[src/rtl/mpuc_pkg.sv]
// rtl/mpuc_pkg.sv - coefficient constants, coefficient codes and twiddle decode for the W16 rotator
package mpuc_pkg;

  localparam int C383 = 25080;
  localparam int C707 = 46341;
  localparam int C924 = 60547;

  typedef enum logic [2:0] {
    COEF_ZERO,
    COEF_C383,
    COEF_C707,
    COEF_C924,
    COEF_ONE
  } coef_e;

  typedef struct packed {
    coef_e cos_code;
    coef_e sin_code;
    logic  cos_neg;
    logic  sin_neg;
  } twiddle_t;

  // Magnitudes repeat every quadrant; odd quadrants swap the cos and sin tables.
  function automatic twiddle_t twiddle_decode(input logic [3:0] k);
    twiddle_t t;
    coef_e    even_mag;
    coef_e    odd_mag;
    case (k[1:0])
      2'd0:    begin even_mag = COEF_ONE;  odd_mag = COEF_ZERO; end
      2'd1:    begin even_mag = COEF_C924; odd_mag = COEF_C383; end
      2'd2:    begin even_mag = COEF_C707; odd_mag = COEF_C707; end
      default: begin even_mag = COEF_C383; odd_mag = COEF_C924; end
    endcase
    t.cos_code = k[2] ? odd_mag : even_mag;
    t.sin_code = k[2] ? even_mag : odd_mag;
    t.cos_neg  = (k > 4'd4) && (k < 4'd12);
    t.sin_neg  = (k > 4'd8);
    return t;
  endfunction

endpackage

[src/rtl/mpuc_cmul_const.sv]
// rtl/mpuc_cmul_const.sv - signed sample times unsigned Q0.CW coefficient code, rounded half up to W+1 bits
module mpuc_cmul_const
  import mpuc_pkg::*;
#(
  parameter int W  = 16,
  parameter int CW = 16
) (
  input  logic signed [W-1:0] x,
  input  coef_e               code,
  output logic signed [W:0]   p
);

  localparam int PW = W + CW + 1;
  localparam logic [CW-1:0] K383 = CW'(C383 >> (16 - CW));
  localparam logic [CW-1:0] K707 = CW'(C707 >> (16 - CW));
  localparam logic [CW-1:0] K924 = CW'(C924 >> (16 - CW));
  localparam logic signed [PW-1:0] HALF = PW'(1) << (CW - 1);

  logic [CW-1:0]        coef;
  logic signed [PW-1:0] xe;
  logic signed [PW-1:0] ce;
  logic signed [PW-1:0] prod;

  always_comb begin
    coef = '0;
    case (code)
      COEF_C383: coef = K383;
      COEF_C707: coef = K707;
      COEF_C924: coef = K924;
      default:   coef = '0;
    endcase
  end

  assign xe   = PW'(x);
  assign ce   = PW'(coef);
  assign prod = xe * ce;

  // Arithmetic shift after adding half gives floor(x*C/2^CW + 1/2) for both signs.
  always_comb begin
    p = '0;
    case (code)
      COEF_ONE:  p = {x[W-1], x};
      COEF_ZERO: p = '0;
      default:   p = (W+1)'((prod + HALF) >>> CW);
    endcase
  end

endmodule

[src/rtl/mpuc_rot16.sv]
// rtl/mpuc_rot16.sv - 3-stage W16^k complex rotator with index accumulator; MPUC_ROT_SAT_EN selects saturation over wrap
module mpuc_rot16
  import mpuc_pkg::*;
#(
  parameter int W  = 16,
  parameter int CW = 16
) (
  input  logic                CLK,
  input  logic                RSTN,
  input  logic                ED,
  input  logic                DS,
  input  logic                START,
  input  logic [3:0]          STEP,
  input  logic signed [W-1:0] DR,
  input  logic signed [W-1:0] DI,
  output logic signed [W-1:0] DOR,
  output logic signed [W-1:0] DOI,
  output logic                RDY,
  output logic [3:0]          KOUT
);

  logic [3:0] acc;
  logic [3:0] k_in;
  twiddle_t   tw_in;

  logic                v1;
  logic signed [W-1:0] dr1, di1;
  twiddle_t            tw1;
  logic [3:0]          k1;

  logic signed [W:0]   prc, pis, pic, prs;
  logic                v2;
  logic signed [W:0]   prc2, pis2, pic2, prs2;
  logic                cneg2, sneg2;
  logic [3:0]          k2;

  logic signed [W+1:0] sum_r, sum_i;

  function automatic logic signed [W+1:0] apply_sign(input logic signed [W:0] p, input logic neg);
    logic signed [W+1:0] e;
    e = (W+2)'(p);
    return neg ? -e : e;
  endfunction

`ifdef MPUC_ROT_SAT_EN
  localparam logic signed [W+1:0] SMAX = (W+2)'(2**(W-1) - 1);
  localparam logic signed [W+1:0] SMIN = -SMAX - 1;

  function automatic logic signed [W-1:0] reduce(input logic signed [W+1:0] s);
    if (s > SMAX) return W'(SMAX);
    if (s < SMIN) return W'(SMIN);
    return W'(s);
  endfunction
`else
  function automatic logic signed [W-1:0] reduce(input logic signed [W+1:0] s);
    return W'(s);
  endfunction
`endif

  assign k_in  = START ? 4'd0 : acc;
  assign tw_in = twiddle_decode(k_in);

  // S1: index accumulator, input capture and twiddle decode
  always_ff @(posedge CLK or negedge RSTN) begin
    if (!RSTN) begin
      acc <= '0;
      v1  <= 1'b0;
      dr1 <= '0;
      di1 <= '0;
      tw1 <= '{cos_code: COEF_ZERO, sin_code: COEF_ZERO, cos_neg: 1'b0, sin_neg: 1'b0};
      k1  <= '0;
    end else if (ED) begin
      v1 <= DS;
      if (DS) begin
        acc <= k_in + STEP;
        dr1 <= DR;
        di1 <= DI;
        tw1 <= tw_in;
        k1  <= k_in;
      end
    end
  end

  mpuc_cmul_const #(.W(W), .CW(CW)) u_rc (.x(dr1), .code(tw1.cos_code), .p(prc));
  mpuc_cmul_const #(.W(W), .CW(CW)) u_is (.x(di1), .code(tw1.sin_code), .p(pis));
  mpuc_cmul_const #(.W(W), .CW(CW)) u_ic (.x(di1), .code(tw1.cos_code), .p(pic));
  mpuc_cmul_const #(.W(W), .CW(CW)) u_rs (.x(dr1), .code(tw1.sin_code), .p(prs));

  // S2: magnitude products; signs travel alongside and are applied in S3
  always_ff @(posedge CLK or negedge RSTN) begin
    if (!RSTN) begin
      v2    <= 1'b0;
      prc2  <= '0;
      pis2  <= '0;
      pic2  <= '0;
      prs2  <= '0;
      cneg2 <= 1'b0;
      sneg2 <= 1'b0;
      k2    <= '0;
    end else if (ED) begin
      v2 <= v1;
      if (v1) begin
        prc2  <= prc;
        pis2  <= pis;
        pic2  <= pic;
        prs2  <= prs;
        cneg2 <= tw1.cos_neg;
        sneg2 <= tw1.sin_neg;
        k2    <= k1;
      end
    end
  end

  assign sum_r = apply_sign(prc2, cneg2) + apply_sign(pis2, sneg2);
  assign sum_i = apply_sign(pic2, cneg2) - apply_sign(prs2, sneg2);

  // S3: combine, reduce to W bits; data outputs hold between valid samples
  always_ff @(posedge CLK or negedge RSTN) begin
    if (!RSTN) begin
      DOR  <= '0;
      DOI  <= '0;
      RDY  <= 1'b0;
      KOUT <= '0;
    end else if (ED) begin
      RDY <= v2;
      if (v2) begin
        DOR  <= reduce(sum_r);
        DOI  <= reduce(sum_i);
        KOUT <= k2;
      end
    end
  end

endmodule

[config.mk]
export PLATFORM = sky130hd
export DESIGN_NAME = mpuc_rot16
export DESIGN_NICKNAME = d
export VERILOG_FILES = /design/src/rtl/mpuc_pkg.sv /design/src/rtl/mpuc_cmul_const.sv /design/src/rtl/mpuc_rot16.sv
export SDC_FILE = /design/constraint.sdc
export NUM_CORES = 2
export LEC_CHECK = 0
export BUFFER_PORTS_ARGS = -buffer_cell sky130_fd_sc_hd__buf_2
export CAP_MARGIN = 5
export CORE_MARGIN = 2
export CORE_UTILIZATION = 50
export DETAILED_ROUTE_END_ITERATION = 8
export GPL_TIMING_DRIVEN = 0
export MAX_ROUTING_LAYER = met4
export PLACE_DENSITY_LB_ADDON = 0.25
export SYNTH_ARGS = -nofsm -noshare
export SYNTH_HDL_FRONTEND = slang
export SYNTH_SLANG_ARGS = --single-unit
[constraint.sdc]
create_clock -name CLK -period 8.2 [get_ports CLK]
set_clock_uncertainty 0.15 [all_clocks]
set_input_delay 0.41 -clock CLK [delete_from_list [all_inputs] [get_ports CLK]]
set_output_delay 0.41 -clock CLK [all_outputs]
set_load 0.02 [all_outputs]
---- Yosys cells after proc, flatten, opt, wreduce, memory -nomap -nowiden ----
Cells that the tools add are included.
storage, ports and cells
  latch bits .............................. 0
  input port bits ......................... 41
  ROM bits ................................ 0
  memory bits (writable) .................. 0
  flip-flop bits (word level) ............. 157
  output and inout bits ................... 37
  memories ................................ 0
operators by class
  bitwise logic cells ..................... 0
  reductions and logical operators ........ 7
  divide/modulo/power cells ............... 0
  equal/unequal tests ..................... 10
  multiplexer cells ....................... 15
  $mul .................................... 4
  shift-type cells ........................ 0
  $lt $le $gt $ge ......................... 3
  add/sub/neg operators ................... 11
operators by type and width
  operator                                                       number
  adder 32 x 17 -> 32 bit, second input constant                 4
  multiplier 16 x 17 -> 32 bit                                   4
  one-hot mux 16 bit (2 select lines)                            4
  one-hot mux 16 bit (3 select lines)                            2
  2-to-1 mux 16 bit                                              4
  negator 16 bit                                                 4
  adder 16 bit                                                   1
  subtractor 16 bit                                              1
  equality test 3 x 2 -> 1 bit, second input constant            4
  one-hot mux 3 bit (3 select lines)                             1
  equality test 3 x 1 -> 1 bit, second input constant            2
  equality test 3 bit, second input constant                     2
  zero test 3 bit                                                2
  2-to-1 mux 3 bit                                               2
  one-hot mux 2 bit (3 select lines)                             1
  AND reduction 2 bit                                            3
  adder 4 bit                                                    1
  greater-than comparator 4 x 3 -> 1 bit, second input constant  1
  greater-than comparator 4 bit, second input constant           1
  < comparator 4 bit, second input constant                      1
  2-to-1 mux 4 bit                                               1
  equality test 2 x 1 -> 1 bit, second input constant            1
  equality test 2 bit, second input constant                     1
  zero test 2 bit                                                1
  logical AND 1 bit                                              1

---- Logic depth before layout (Yosys ltp) ----
  word-level depth ........................ 5
  mapped depth ............................ 29

---- Hierarchy ----
From an unflattened synthesis, not the netlist that was laid out.
second synthesis, totals
  cell total of the unflattened synthesis .. 4,516
  area, all modules ....................... 40,396.2 um2
modules (own cells, without submodules)
  module                   instances  cells each  area an instance (um2)  seq. area each (um2)
  mpuc_rot16               1          775         8,521.9                 3,878.7
  mpuc_cmul_const at u_ic  1          961         8,146.6                 0.0
  mpuc_cmul_const at u_is  1          931         7,925.1                 0.0
  mpuc_cmul_const at u_rc  1          939         7,916.3                 0.0
  mpuc_cmul_const at u_rs  1          910         7,886.3                 0.0

---- Worst setup path before layout ----
Ideal clock, no wire load.
  path kind ............................... reg-to-reg
  start ................................... register tw1[5] (netlist bit)
  end ..................................... register prc2[15]
  cell stages (with the launch flop) ...... 26
  data arrival time ....................... 6,933 ps
  library setup time ...................... 134 ps
  path buffers ............................ 4
  setup slack ............................. 983 ps
  period minus slack after synthesis ...... 7,217 ps
  cells stage by stage .................... dfrtp_1 > clkbuf_1 > nor2b_1 > clkbuf_1 > clkbuf_1 > clkbuf_1 > nand3_1 > fa_1 > fa_1 > fa_1 > inv_1 > fa_1 > fa_1 > inv_1 > fa_1 > inv_1 > ha_1 > o21ai_0 > a21oi_1 > a221oi_1 > a21oi_1 > o31ai_1 > nor2_1 > a2111oi_0 > xnor2_1 > o22ai_1
on the way
  cells in the longest elaborated chain, start to end .. 5
  elaborated cells on any way between the ends .. 9
  those cells by class .................... add/sub (1); mul (1); eq/ne (4); mux (2); reduce/logical (1)
ends and longest elaborated chain
  what                                                                          RTL line               source
  from (decl)                                                                   mpuc_rot16.sv:28       twiddle_t tw1;
  from (signal assigned)                                                        mpuc_rot16.sv:70       tw1 <= '{cos_code: COEF_ZERO, sin_code: COEF_ZERO, cos_neg: 1'b0, sin_neg: 1'b0};
  from (signal assigned)                                                        mpuc_rot16.sv:78       tw1 <= tw_in;
  equality test 3 x 2 -> 1 bit or equality test 3 x 1 -> 1 bit (tied branches)  mpuc_cmul_const.sv:26  case (code)
  one-hot mux 16 bit (3 select lines)                                           mpuc_cmul_const.sv:26
  multiplier 16 x 17 -> 32 bit                                                  mpuc_cmul_const.sv:36  assign prod = xe * ce;
  adder 32 x 17 -> 32 bit                                                       mpuc_cmul_const.sv:44  default: p = (W+1)'((prod + HALF) >>> CW);
  one-hot mux 16 bit (2 select lines) (*)                                       mpuc_cmul_const.sv:41  case (code)
  to (signal assigned)                                                          mpuc_rot16.sv:103      prc2 <= prc;
  to (decl)                                                                     mpuc_rot16.sv:33       logic signed [W:0] prc2, pis2, pic2, prs2;
Mark *: on every way between the ends. The rest lies on a longest branch, timed or not.
A chain may end at the register's enable or synchronous reset.

---- Final worst setup path ----
Same ends and word-level chain as after synthesis.

==> summary.txt <==
Status
  • Outcome: finished, final reports clean

Critical path
  • CP top delay family: adder cells
  • Critical path class: reg2reg
  • Worst Setup End Kind: register
  • Startpoint types: register
  • CP arrival: 8.33 ns
  • CP Max Fanout: 10
  • Crit path top cell by count: fa_1
  • Critical path's largest stage delay: 0.57 ns
  • Buf+Inv Stages, Crit Path: 6
  • Crit path required time: 8.38 ns
  • Crit-path slowest cell: dfrtp_4

Detailed routing
  • DRC Markers: 0
  • First drt pass iteration count: 5
  • Via Count: 29000
  • Routed Antenna Nets: 0
  • WL/cell: 22.8 um
  • Drt initial violations: 2513
  • DRT Wirelength: 120000 um
  • DR vias/cell: 5.49

Job
  • Max-cap viol count: 0

Yosys
  • EDFF count, synth: 0
  • Mux contribution to synthesized area: 0.0133
  • Synth Instances: 4178
  • Ranking of synthesized cells by area: fa_1 (33%), ha_1 (20%), inv_1 (10%)
  • Syn Area/Cell: 9.06 um^2
  • Post-Synth XOR/XNOR Area: 0.0440
  • Async S/R FF share, synth: 1.00
  • Compound-Gate Fraction of Synth Area: 0.0816
  • Syn_nets: 5443
  • Yosys cell types: 65
  • Largest family of logic cells by synthesized area: adder cells
  • Simple-gate share of the synthesized area: 0.112
  • Yosys top cell area share: 0.331
  • Post-synth top area cell: fa_1
  • Seq/Total Area, Yosys: 0.103
  • Flops & latches, synth: 155
  • Yosys warning total: 0
  • Netlist Area Pre-Place: 37800 um^2
  • Synth Area in Adders: 0.529
  • Post-synth top flop: dfrtp_1

Clocking
  • # clock sinks: 155
  • Clock Tree Root: clkbuf_16
  • Clock buffer depth: 2
  • Clock Pin Slew Worst Setup and Hold Paths: 0.07 ns
  • CTS H-tree lvls: 4
  • Worst skew pair latency: 0.50 ns
  • CTS tree: yes
  • CTS Buf Count: 17

Floorplan
  • Vert. Die Dim: 279 um
  • IO Count: 78
  • Initial Util: 0.506
  • Cell row count: 100
  • Area of the die: 77900 um^2
  • Die Span X: 279 um
  • Core Box Area: 74700 um^2

Timing
  • Finish-stage setup viols: 0
  • Crit path time final: 8.14 ns
  • Unrepaired setup endpoints after global routing: yes
  • Tightest Pin Transition: 1.22 ns
  • Slew HR: 0.186
  • FMAX: 123 MHz
  • Slew Viols, Final: 0
  • Final Hold Fails: 0
  • Tcrit/Tclk final: 0.993

Global route
  • Initial antenna violation count: 10
  • Largest net degree at the start of global routing: 95
  • All-layer global routing usage: 0.329
  • Number of global-route vias before repair: 30200
  • Global route overflow: 0
  • First-pass GRT wire length: 184000 um

Cells and area
  • Share of cells above drive strength 1: 0.0699
  • Commonest non-fill, non-tap cell in the layout: inv_1
  • Post-route cell area: 40500 um^2
  • Area growth, synth to finish: 6.99%
  • Final net count: 5545
  • Most frequent cells in the layout: inv_1 (1047), fa_1 (623), ha_1 (599), nand2_1 (324), nor2_1 (196)

Placed design
  • Gp weighted congestion: 1.03
  • DPL Wire Length: 103000 um
  • Port bufs: 76
  • DP Area: 39500 um^2

Min path
  • Hold WC Path Type: in2reg
cells by family (layout without fill, tap and decap cells):
family	Yosys count	in the layout
xor gates and xnor gates	189	189
DFF	155	155
and+or+nand+nor	893	893
adders and majority gates	1224	1224
buffers and inverters	1184	1299
AOI/OAI and AO/OA	488	488
muxes	45	45
other	0	17
cell usage after synthesis, types with 39 or more instances:
library cell and n:
xor2_1 57, nand3_1 39, a21o_1 58, xnor2_1 131
fa_1 625, nand2_1 324, a21oi_1 120, ha_1 599
and2_1 82, and3_1 53, o21ai_0 140, nor2_1 199
clkbuf_1 128, or2_2 50, mux2_2 41, inv_1 1047
dfrtp_1 155
worst register-to-register path, cell delays in order (launching register included):
cell	delay, ns
dfrtp_4	0.57
nor2b_1	0.32
buf_4	0.30
clkbuf_2	0.38
nand2_1	0.25
o21ai_0	0.42
ha_1	0.30
inv_1	0.07
fa_1	0.46
fa_1	0.53
inv_1	0.06
fa_1	0.49
fa_1	0.53
inv_1	0.06
fa_1	0.47
inv_1	0.04
ha_1	0.20
nor3_1	0.14
o21ai_0	0.18
a221oi_4	0.46
a21oi_1	0.23
o31ai_2	0.42
nor2_1	0.11
a2111oi_2	0.48
xnor2_2	0.23
o22ai_1	0.14
stage by stage:
stage | setup WS [ns] | TNS (ns) | hold WS (ns) | cells | utilization
after floorplan | 0.983 | 0 | -0.0356 | 4178 | -
after detailed placement | -2.12 | -74.73 | 0.231 | 5224 | 0.528
final | 0.0580 | 0 | 0.0214 | 5279 | 0.542
after global placement | -2.38 | -85.40 | 0.303 | 5223 | 0.528
after CTS | 0.00665 | 0 | 0.000902 | 5258 | 0.539
after global routing | -0.200 | -0.351 | 0.0260 | 5271 | 0.542
layout make-up:
class | instances | area (um^2)
flip-flops and latches | 155 | 3890
repair buffers | 90 | 531
diodes | 17 | 42.5
clock inverters | 13 | 144
multi-input cells | 2839 | 29700
inverters | 1047 | 3930
well taps | 969 | 1210
plain buffers | 130 | 598
clock buffers | 19 | 433
fillers | 6863 | 34200
timing repair:
action                                  CTS  global route
pin swaps                                 2             7
resized for setup                        81            62
endpoints found under the setup margin   64            34
buffers inserted                          1             6
hold buffers                              6             0
hold endpoints to repair                 66             0
registers in the layout (all words and copies together) (netlist names):
signal  cells
k2          4
DOR        16
prs2       16
pis2       16
acc         4
k1          3
v1          1
v2          1
sneg2       1
pic2       16
dr1        16
tw1         7
di1        16
cneg2       1
RDY         1
DOI        16
prc2       16
KOUT        4
per-layer routing:
| layer | up-vias | routed length [um] | GRT usage |
|---|---|---|---|
| met3 | 231 | 10600 | 0.0656 |
| met4 | 0 | 4950 | 0.120 |
| met5 | - | 0 | - |
| met1 | 14300 | 50600 | 0.430 |
| met2 | 1270 | 54100 | 0.508 |
| li1 | 13200 | - | - |
path summary, 6_finish.rpt:
check | from | cells past startpoint | slack, ns | to
max | tw1[5]$_DFFE_PN0P_ | 25 | 0.06 | prc2[15]$_DFFE_PN0P_
min | DR[2] | 2 | 0.02 | dr1[2]$_DFFE_PN0P_
max reg2reg | tw1[5]$_DFFE_PN0P_ | 25 | 0.06 | prc2[15]$_DFFE_PN0P_
min reg2reg | k1[3]$_DFFE_PN0P_ | 2 | 0.32 | k2[3]$_DFFE_PN0P_
max in group asynchronous | RSTN | 3 | 6.65 | dr1[6]$_DFFE_PN0P_
min in group asynchronous | RSTN | 2 | 0.29 | acc[3]$_DFFE_PN0P_
Power is left out: the tool's default activity adds up to more than one toggle a clock period on the data nets, which glitch-free logic cannot reach.
